### src/rtl/vga_timing_gen.sv
// VGA raster timing generator: h/v counters, sync, data enable,
// line/frame strobes and a frame counter, all registered together.
module vga_timing_gen #(
    parameter int CNT_W    = 10,
    parameter int H_ACTIVE = 640,
    parameter int H_FP     = 16,
    parameter int H_SYNC   = 96,
    parameter int H_BP     = 48,
    parameter int V_ACTIVE = 480,
    parameter int V_FP     = 10,
    parameter int V_SYNC   = 2,
    parameter int V_BP     = 33,
    parameter bit HS_POL   = 1'b0,
    parameter bit VS_POL   = 1'b0,
    parameter int FRAME_W  = 8
) (
    input  logic               clk,
    input  logic               rst,
    input  logic               cen,
    output logic [CNT_W-1:0]   h_cnt,
    output logic [CNT_W-1:0]   v_cnt,
    output logic               hsync,
    output logic               vsync,
    output logic               de,
    output logic               line_start,
    output logic               frame_start,
    output logic [FRAME_W-1:0] frame_cnt
);

    localparam int H_TOTAL = H_ACTIVE + H_FP + H_SYNC + H_BP;
    localparam int V_TOTAL = V_ACTIVE + V_FP + V_SYNC + V_BP;
    localparam int CNT_RANGE = 2 ** CNT_W;

    localparam int HS_LO = H_ACTIVE + H_FP;
    localparam int HS_HI = H_ACTIVE + H_FP + H_SYNC;
    localparam int VS_LO = V_ACTIVE + V_FP;
    localparam int VS_HI = V_ACTIVE + V_FP + V_SYNC;

    localparam logic [CNT_W-1:0] H_LAST = CNT_W'(H_TOTAL - 1);
    localparam logic [CNT_W-1:0] V_LAST = CNT_W'(V_TOTAL - 1);

    // Counters must be wide enough to hold the whole raster.
    generate
        if (H_TOTAL > CNT_RANGE) begin : g_h_too_wide
            $error("H_TOTAL does not fit in CNT_W bits");
        end
        if (V_TOTAL > CNT_RANGE) begin : g_v_too_wide
            $error("V_TOTAL does not fit in CNT_W bits");
        end
    endgenerate

    logic [CNT_W-1:0]   h_q, h_d;
    logic [CNT_W-1:0]   v_q, v_d;
    logic               hs_q, hs_d;
    logic               vs_q, vs_d;
    logic               de_q, de_d;
    logic               ls_q, ls_d;
    logic               fs_q, fs_d;
    logic [FRAME_W-1:0] fc_q, fc_d;

    function automatic logic in_win(
        input logic [CNT_W-1:0] x,
        input int               lo,
        input int               hi
    );
        int xv;
        xv = int'(x);
        return (xv >= lo) && (xv < hi);
    endfunction

    // Next raster position and decodes of that position, so that
    // counters and decodes land on the same edge with no skew.
    always_comb begin
        h_d  = h_q;
        v_d  = v_q;
        hs_d = hs_q;
        vs_d = vs_q;
        de_d = de_q;
        ls_d = 1'b0;
        fs_d = 1'b0;
        fc_d = fc_q;
        if (cen) begin
            if (h_q == H_LAST) begin
                h_d = '0;
                if (v_q == V_LAST) begin
                    v_d = '0;
                end else begin
                    v_d = v_q + CNT_W'(1);
                end
            end else begin
                h_d = h_q + CNT_W'(1);
            end
            hs_d = in_win(h_d, HS_LO, HS_HI) ? HS_POL : ~HS_POL;
            vs_d = in_win(v_d, VS_LO, VS_HI) ? VS_POL : ~VS_POL;
            de_d = in_win(h_d, 0, H_ACTIVE)
                && in_win(v_d, 0, V_ACTIVE);
            ls_d = (h_d == '0);
            fs_d = (h_d == '0) && (v_d == '0);
            if (fs_d) begin
                fc_d = fc_q + FRAME_W'(1);
            end
        end
    end

    // Raster state; reset parks at the last pixel so the first
    // enabled edge lands on (0,0) with a frame strobe.
    always_ff @(posedge clk or negedge rst) begin
        if (!rst) begin
            h_q  <= H_LAST;
            v_q  <= V_LAST;
            hs_q <= ~HS_POL;
            vs_q <= ~VS_POL;
            de_q <= 1'b0;
            ls_q <= 1'b0;
            fs_q <= 1'b0;
            fc_q <= '0;
        end else begin
            h_q  <= h_d;
            v_q  <= v_d;
            hs_q <= hs_d;
            vs_q <= vs_d;
            de_q <= de_d;
            ls_q <= ls_d;
            fs_q <= fs_d;
            fc_q <= fc_d;
        end
    end

    assign h_cnt       = h_q;
    assign v_cnt       = v_q;
    assign hsync       = hs_q;
    assign vsync       = vs_q;
    assign de          = de_q;
    assign line_start  = ls_q;
    assign frame_start = fs_q;
    assign frame_cnt   = fc_q;

endmodule
### config.mk
export PLATFORM = sky130hd
export DESIGN_NAME = vga_timing_gen
export DESIGN_NICKNAME = d
export VERILOG_FILES = /design/src/rtl/vga_timing_gen.sv
export SDC_FILE = /design/constraint.sdc
export NUM_CORES = 1
export LEC_CHECK = 0
export CAP_MARGIN = 20
export CORE_UTILIZATION = 45
export CTS_BUF_LIST = sky130_fd_sc_hd__clkbuf_2 sky130_fd_sc_hd__clkbuf_4 sky130_fd_sc_hd__clkbuf_8
export CTS_CLUSTER_SIZE = 25
export DETAILED_ROUTE_END_ITERATION = 8
export DONT_BUFFER_PORTS = 1
export GPL_TIMING_DRIVEN = 0
export HOLD_SLACK_MARGIN = 0.05
export PLACE_DENSITY = 0.69
export SLEW_MARGIN = 15
export SYNTH_ARGS = -nofsm -noshare
export SYNTH_HDL_FRONTEND = slang
export SYNTH_SLANG_ARGS = --single-unit
### constraint.sdc
create_clock -name clk -period 3.3 [get_ports clk]
set_input_delay 0.33 -clock clk [delete_from_list [all_inputs] [get_ports clk]]
set_output_delay 0.33 -clock clk [all_outputs]
set_load 0.02 [all_outputs]
==> results of run 1 <==
==> layer usage <==
layer  wire [um]  up-vias
met5           0        -
met4          82        0
met3         325       10
met2        2540       51
met1        2460      913
li1            -      934
==> sequential cells by signal, summed over array words and instances, names as in the netlist <==
signal and cells:
line_start 1, de 1, v_cnt 10, h_cnt 10, vsync 1, frame_cnt 8
hsync 1, frame_start 1
==> critical path: cells and delay by family (launching register included) <==
family	cells	cell delay (ps)
and+or+nand+nor	4	1380
DFF	1	660
adders and majority gates	1	320
AOI/OAI and AO/OA	1	270
buffers and inverters	1	200
xor gates and xnor gates	1	160
==> synth_stat cells, types with 2 or more instances <==
cell type / count / share of area [%]
nand4_1: 12 / 3.3
dfrtp_1: 21 / 23
xor2_1: 2 / 0.78
and3_1: 2 / 0.56
a31oi_1: 7 / 1.9
and4_1: 2 / 0.78
or3_1: 2 / 0.56
nor4_1: 3 / 0.83
nor3_1: 4 / 0.89
nor2_1: 20 / 3.3
nand2b_1: 3 / 0.83
o21ai_0: 11 / 2.4
nand3_1: 11 / 2.4
a21oi_1: 8 / 1.8
clkbuf_1: 8 / 1.3
buf_2: 8 / 1.8
nand2_1: 29 / 4.8
and2_1: 4 / 1.1
inv_1: 7 / 1.2
a41oi_1: 2 / 0.78
mux2_2: 3 / 1.5
nand3b_1: 2 / 0.67
a21o_1: 2 / 0.67
ha_1: 5 / 2.8
o31ai_1: 4 / 1.3
nor4b_1: 2 / 0.78
dfstp_2: 12 / 14
a211oi_1: 2 / 0.67
or4_1: 2 / 0.67
xnor2_1: 25 / 9.7
==> per-stage QoR <==
stage,utilization [%],cells
after floorplan,-,252
after global placement,49.1,319
after detailed placement,49.1,319
after CTS,51.5,329
after global routing,51.8,330
final,51.8,330
==> cells by family (layout without fill, tap and decap cells) <==
group | Yosys count | in the layout
and+or+nand+nor | 106 | 106
AOI/OAI and AO/OA | 50 | 50
DFF | 33 | 33
xor gates and xnor gates | 27 | 27
buffers and inverters | 26 | 37
adders and majority gates | 5 | 5
muxes | 5 | 5
==> timing repair <==
action / CTS / global route
gates resized for setup: 0 / 3
setup buffers: 0 / 1
hold endpoints to repair: 33 / 0
endpoints found under the setup margin: 0 / 11
hold buffers: 2 / 0
==> final cells by class <==
class	instances	share of cell area [%]
Multi-Input combinational cell	193	52.6
Sequential cell	33	34.1
Buffer	19	3.81
Tap cell	67	3.40
Clock buffer	5	2.79
Timing Repair Buffer	3	1.52
Inverter	7	1.07
Clock inverter	3	0.711
==> power groups by stage <==
stage	sequential (mW)	clock, mW	combinational (mW)
floorplan	0.543	0	0.225
global placement	0.553	0	0.262
detailed placement	0.556	0	0.264
CTS	0.549	0.318	0.277
global route	0.556	0.331	0.317
finish	0.548	0.304	0.280
==> path summary, 6_finish.rpt <==
kind	startpoint	to	slack, ps	cells after the start
min reg2reg	vsync	vsync	550	2
min in group asynchronous	rst	v_cnt[0]	540	2
min	cen	v_cnt[5]	340	2
max	h_cnt[0]	frame_cnt[3]	200	8
max reg2reg	h_cnt[0]	frame_cnt[3]	200	8
max in group asynchronous	rst	v_cnt[2]	2520	2
==> results.toml, run 1 <==
[layout]
drive_gt1_share_pct = 17.5
fin_nets = 270
layout.cells.most_common = "nand2_1"
multi_input_area_mm2 = 0.00129
final_cell_mix = "29 x nand2_1, 25 x xnor2_1, 21 x dfrtp_1"
nFillCells = 451
design_area_mm2 = 0.00246
num_antenna_cells = 0
ff_latch_area_um2 = 841
area_growth_pct = 9.57

[die]
initial_core_util_pct = 47.3
ioPinCount = 36
die_h_um = 72.7
placeableCoreArea_mm2 = 0.00475
fp.dieW_um = 72.7
rows = 25
dieArea_mm2 = 0.00528

[setup_path]
endpoint_kind = "flip-flop"
cp_data_arrival_time_ps = 3270
cpMaxStageDelayCell = "dfstp_2"
cp_cell_sequence = "ha_1 > nand4_1 > or4_1 > a32oi_1 > nor4b_4 > buf_4 > nand4_1 > xnor2_1"
critPathMaxStageDelay_ps = 660
start_kind = "flip-flop"
critPathMaxFanout = 7
cp.required_ps = 3470
worstSetupPathType = "reg -> reg"
crit_top_cell = "nand4_1"

[detailed_routing]
initialDrtViolationCount = 132
final_antenna_net_count = 0
drc_errors = 0
drt_wl_total_mm = 5.41
firstDrtPassIters = 4
num_vias = 1908
wire_per_inst_um = 16.4
viasPerCell = 5.78

[timing]
skew_ps = 4.00
rsz0062_at_grt = "false"
fin_tns_setup_ps = 0
min_period_ps = 3100
finalMaxSlewViolations = 0
timing.fmax_mhz = 322
period_share_pct = 94.0
fin_ws_ps = 197
worst_slew_margin_rel_pct = 64.7
worst_pin_slew_ps = 525
hold_ws_ps = 340
final_hold_viol_count = 0
finalSetupViolations = 0

[cts]
cts_buffers = 5
cts-htree-levels = 2
clock_latency_ps = 290
ctsLongestPathBuffers = 2
path_clk_slew_ps = 70
clock-root-buffer = "clkbuf_8"
cts_tree = "built"
cts_sinks = 33

[pwr]
power.share.sequential_pct = 48.4
clkPwrFrac_pct = 26.9
power_frac_comb_pct = 24.7
p_switching_mw = 0.406
fin_total_pwr_mw = 1.13
vdd_ir_drop_max_v = 0.000264
p_per_area_mw_per_mm2 = 460
power_leakage_nw = 0.931
swShare_pct = 35.8
power.internal_mw = 0.727

[logic_synthesis]
yosysUniqueCellTypes = 57
muxShareOfSynthArea_pct = 2.62
synthAdderAreaFrac_pct = 2.78
synth_top_family_by_area = "simple AND/OR/NAND/NOR gates"
yosysSeqAreaShare_pct = 37.4
ys_warn_count = 0
ys_async_sr_fraction_pct = 100
synth-edff-count = 0
synth.avg_cell_area_um2 = 8.92
synth_cells = 252
synth_compound_gate_area_share_pct = 15.2
synth_fp_nets = 260
synthXorXnorAreaFrac_pct = 10.5
ys_ff_latch = 33
syn_area_mm2 = 0.00225
synth-simple-area-share_pct = 26.2
synth_ff_type = "dfrtp_1"

[placed_design]
place.gp.congestion = 0.869
placed_cell_area_mm2 = 0.00233
dp_slack_ps = 31.1
numPortBuffers = 0
dpl.hpwl_mm = 3.67

[grt]
gr-total-overflow = 0
use_met2_pct = 35.2
grt_max_degree = 34
antenna_found_initial = 0
use_met1_pct = 28.5
grt_pass1_wl_mm = 8.93
grt_use_met3_pct = 5.11
grt_usage_pct = 22.0
grt-busiest-layer = "met2"
grt_pass1_vias = 1900

[status]
status = "complete, no violations"

[hold_path]
hold_class = "in -> reg"

[run]
maxCapViolCount = 0
Power figures use the tool's default switching activity.
==> run 2: changes to the inputs <==
--- a/config.mk
+++ b/config.mk
@@ -13,7 +13,8 @@
 export DONT_BUFFER_PORTS = 1
 export GPL_TIMING_DRIVEN = 0
 export HOLD_SLACK_MARGIN = 0.05
-export PLACE_DENSITY = 0.69
+export PLACE_DENSITY_LB_ADDON = 0.25
+export SKIP_CTS_REPAIR_TIMING = 1
 export SLEW_MARGIN = 15
 export SYNTH_ARGS = -nofsm -noshare
 export SYNTH_HDL_FRONTEND = slang
==> constraint.sdc (replaced) <==
create_clock -name clk -period 2.93 [get_ports clk]
set_input_delay 0.293 -clock clk [delete_from_list [all_inputs] [get_ports clk]]
set_output_delay 0.293 -clock clk [all_outputs]
set_load 0.02 [all_outputs]
==> run 2 against run 1 <==
Total power up 23%. Setup slack got worse by 43 ps. Hold slack got worse by 57 ps. Via count rose by 1.3%. Critical path depth grew 2. Final cell count up 2.1%. Global-route usage is 0.35 points lower. Routed wire length down 1.4%. Critical path type unchanged.
==> results.toml, run 2 (same netlist as run 1, synthesis figures left out) <==
[status]
status = "complete, no violations"

[detailed_routing]
initialDrtViolationCount = 126
firstDrtPassIters = 4
viasPerCell = 5.73
drt_wl_total_mm = 5.33
drc_errors = 0
num_vias = 1932
wire_per_inst_um = 15.8
final_antenna_net_count = 0

[cts]
clock_latency_ps = 290
ctsLongestPathBuffers = 2
cts_buffers = 5
cts_tree = "built"
cts_sinks = 33
path_clk_slew_ps = 70
cts-htree-levels = 2
clock-root-buffer = "clkbuf_8"

[grt]
grt_pass1_wl_mm = 8.74
antenna_found_initial = 0
grt_pass1_vias = 1844
grt_usage_pct = 21.7
gr-total-overflow = 0
grt_max_degree = 34

[timing]
min_period_ps = 2780
finalSetupViolations = 0
worst_pin_slew_ps = 510
timing.fmax_mhz = 360
period_share_pct = 94.7
worst_slew_margin_rel_pct = 66.0
fin_tns_setup_ps = 0
final_hold_viol_count = 0
finalMaxSlewViolations = 0
skew_ps = 7.48

[layout]
drive_gt1_share_pct = 21.9
area_growth_pct = 15.6
num_antenna_cells = 0
layout.cells.most_common = "nand2_1"
nFillCells = 456
fin_nets = 277
final_cell_mix = "29 x nand2_1, 25 x xnor2_1, 21 x dfrtp_1"

[hold_path]
hold_start = "cen"
hold_class = "in -> reg"
min_path_cells = 2

[setup_path]
critPathMaxFanout = 10
cp_data_arrival_time_ps = 2950
cp.required_ps = 3110
r2r_cells = 10
start_kind = "flip-flop"
endpoint_kind = "flip-flop"
worstSetupPathType = "reg -> reg"
crit_path_start = "h_cnt[0]"
reg2reg_from = "h_cnt[0]"

[placed_design]
dpl.hpwl_mm = 3.65
place.gp.congestion = 0.871
numPortBuffers = 0

[pwr]
power_leakage_nw = 0.983
vdd_ir_drop_max_v = 0.000302
fin_total_pwr_mw = 1.39
p_per_area_mw_per_mm2 = 536

[die]
rows = 25
fp.dieW_um = 72.7
die_h_um = 72.7
dieArea_mm2 = 0.00528
ioPinCount = 36
placeableCoreArea_mm2 = 0.00475
initial_core_util_pct = 47.3

[run]
maxCapViolCount = 0
run 2: cell types whose count changed in the layout (fill, tap and decap cells not counted), sizes merged:
cell | previous run | this run
clkinv | 2 | 1
bufinv | 0 | 1
buf | 13 | 20
run 2: final timing paths:
check / slack [ps] / end
min reg2reg: 540 / vsync
min: 280 / v_cnt[3]
max in group asynchronous: 2230 / hsync
max reg2reg: 150 / frame_cnt[3]
min in group asynchronous: 430 / h_cnt[6]
max: 150 / frame_cnt[3]
run 2: per-layer routing:
metal | part of all wire (%) | GRT usage, %
met1 | 46 | 28.4
met2 | 48 | 35.0
met3 | 4.5 | 5.52
met4 | 1.5 | 7.19
met5 | 0 | 0
run 2: worst max-delay path: stages, from the launching register on:
cell     delay (ps)
dfstp_2         680
ha_4            210
and4_1          180
buf_4           180
nand3_4         130
o41ai_4         390
o22ai_2         160
nor4b_4         260
buf_4           190
nand4_1         120
xnor2_1         150
run 2: layout make-up:
| class | instances | area [um2] | share of cell area (%) |
|---|---|---|---|
| plain buffers | 19 | 96.3 | 3.71 |
| clock buffers | 5 | 68.8 | 2.65 |
| clock inverters | 3 | 46.3 | 1.78 |
| inverters | 7 | 26.3 | 1.01 |
| multi-input cells | 193 | 1350 | 51.8 |
| flip-flops and latches | 33 | 841 | 32.4 |
| well taps | 67 | 83.8 | 3.23 |
| repair buffers | 10 | 90.1 | 3.47 |
run 2: per-stage QoR:
stage	std cells	hold slack [ps]	cell area (um2)	utilization (%)	setup WS, ps
finish	337	284	2600	54.7	155
global route	337	315	2600	54.7	-14.7
floorplan	252	-2.59	2250	-	55.6
detailed placement	319	-1.74	2330	49.1	-357
global placement	319	-1.41	2330	49.1	-327
CTS	327	-326	2450	51.5	-355
run 2: power breakdown:
group / switching, mW / leakage (nW) / total (mW) / internal (mW)
clock: 0.188 / 0.0543 / 0.442 / 0.255
combinational: 0.186 / 0.516 / 0.330 / 0.144
sequential: 0.0987 / 0.412 / 0.621 / 0.523
==> run 3: changes to the inputs <==
--- a/config.mk
+++ b/config.mk
@@ -6,6 +6,7 @@
 export NUM_CORES = 1
 export LEC_CHECK = 0
 export CAP_MARGIN = 20
+export CORE_MARGIN = 4
 export CORE_UTILIZATION = 45
 export CTS_BUF_LIST = sky130_fd_sc_hd__clkbuf_2 sky130_fd_sc_hd__clkbuf_4 sky130_fd_sc_hd__clkbuf_8
 export CTS_CLUSTER_SIZE = 25
==> run 3 against run 2 <==
Combinational power is 6.4% higher. Total power is 2.3% higher. Critical path depth is 1 higher. Maximum frequency is 1.1% lower. Setup slack worse by 31 ps. Sequential cell count stayed put. Routed wire length is 4.4% higher. Register-to-register slack worse by 30 ps. Non-clock buffer count is 4 higher. Clock skew hardly changed. Clock power is 2% higher.
==> results.toml, run 3 (same netlist as run 1, synthesis figures left out) <==
[status]
status = "complete, no violations"

[timing]
skew_ps = 7.84
period_share_pct = 95.8
finalSetupViolations = 0
finalMaxSlewViolations = 0
min_period_ps = 2810
timing.fmax_mhz = 356
final_hold_viol_count = 0
worst_slew_margin_rel_pct = 63.2
worst_pin_slew_ps = 552

[setup_path]
reg2reg_from = "h_cnt[1]"
start_kind = "flip-flop"
r2r_cells = 11
endpoint_kind = "flip-flop"
cp_data_arrival_time_ps = 2980
critPathMaxFanout = 7
cp.required_ps = 3100
crit_path_start = "h_cnt[1]"
worstSetupPathType = "reg -> reg"

[hold_path]
hold_class = "in -> reg"
hold_start = "cen"
min_path_cells = 2

[die]
dieArea_mm2 = 0.00619
ioPinCount = 36
rows = 25
initial_core_util_pct = 47.0
die_h_um = 78.7
fp.dieW_um = 78.7
placeableCoreArea_mm2 = 0.00479

[pwr]
power.share.sequential_pct = 43.8
p_switching_mw = 0.463
power.internal_mw = 0.963
swShare_pct = 32.5
power_leakage_nw = 1.01
p_per_area_mw_per_mm2 = 540
power_frac_comb_pct = 24.6
fin_total_pwr_mw = 1.43
clkPwrFrac_pct = 31.6
vdd_ir_drop_max_v = 0.000221

[grt]
grt_use_met3_pct = 6.65
grt_pass1_vias = 1832
grt_max_degree = 34
use_met1_pct = 23.5
use_met2_pct = 29.7
antenna_found_initial = 0
grt_pass1_wl_mm = 9.03
gr-total-overflow = 0
grt_usage_pct = 18.5
grt-busiest-layer = "met2"

[layout]
layout.cells.most_common = "nand2_1"
multi_input_area_mm2 = 0.00135
num_antenna_cells = 0
drive_gt1_share_pct = 23.0
fin_nets = 281
area_growth_pct = 17.5
design_area_mm2 = 0.00264
instances_no_fill = 341
final_cell_mix = "29 x nand2_1, 25 x xnor2_1, 21 x dfrtp_1"
ff_latch_area_um2 = 841
nFillCells = 443

[placed_design]
place.gp.congestion = 0.847
placed_cells = 319
placed_cell_area_mm2 = 0.00233
numPortBuffers = 0
dpl.hpwl_mm = 3.81

[cts]
cts_buffers = 5
clock_latency_ps = 290
ctsLongestPathBuffers = 2
cts_tree = "built"
cts-htree-levels = 2
path_clk_slew_ps = 70
cts_sinks = 33
clock-root-buffer = "clkbuf_8"

[detailed_routing]
drc_errors = 0
final_antenna_net_count = 0
initialDrtViolationCount = 143
num_vias = 1938
wire_per_inst_um = 16.3
drt_wl_total_mm = 5.57
viasPerCell = 5.68
firstDrtPassIters = 5

[run]
maxCapViolCount = 0
run 3: changes by cell type in the layout (fill, tap and decap cells not counted):
cell / change
clkinvlp_4: -1
clkbuf_8: +1
buf_6: +1
a211oi_2: +1
buf_4: +3
clkinv_4: -1
clkbuf_2: -1
a211oi_1: -1
clkbuf_4: +1
clkbuf_1: +1
run 3: path summary, 6_finish.rpt:
path / endpoint / slack (ps)
min in group asynchronous: v_cnt[0] / 450
worst max-delay path: frame_cnt[1] / 120
max in group asynchronous: h_cnt[9] / 2220
worst max register to register: frame_cnt[1] / 120
worst min-delay path: v_cnt[3] / 300
worst min register to register: vsync / 540
run 3: area by class of cell:
type                            count  share of cell area [%]
Timing Repair Buffer               14                    4.55
Buffer                             19                    3.74
Clock buffer                        7                    3.41
Sequential cell                    33                    31.8
Tap cell                           67                    3.17
Clock inverter                      1                    1.14
Inverter                            7                   0.995
Multi-Input combinational cell    193                    51.2
run 3: power groups by stage:
stage	Combinational (mW)	Clock [mW]	Sequential, mW
5_1_grt	0.387	0.497	0.631
3_3_place_gp	0.294	0	0.626
2_1_floorplan	0.253	0	0.612
3_5_place_dp	0.299	0	0.628
6_report	0.351	0.451	0.624
4_1_cts	0.300	0.464	0.621
run 3: critical path, cell delays in order (launching register included):
cell     delay (ps)
dfstp_2         690
ha_4            210
nand4_1         160
buf_4           190
buf_4           120
buf_4           120
or3_1           350
a21oi_1         180
a32oi_2          90
nor4b_4         160
nand2_2         110
mux2_4          290
run 3: stage by stage:
stage	hold WS (ps)	util [%]	worst slack (ps)	TNS, ps
2_1_floorplan	-2.59	-	55.6	0
3_3_place_gp	-1.09	48.7	-313	-2170
3_5_place_dp	-1.39	48.7	-308	-2180
4_1_cts	-314	51.2	-328	-2450
5_1_grt	320	55.2	-30.1	-67.5
6_report	299	55.2	123	0
run 3: metal layers:
layer,wire length (um),part of all wire (%),up-vias
met4,71,1.3,0
li1,-,-,947
met3,284,5.1,7
met2,2700,49,44
met1,2510,45,940
met5,0,0,-
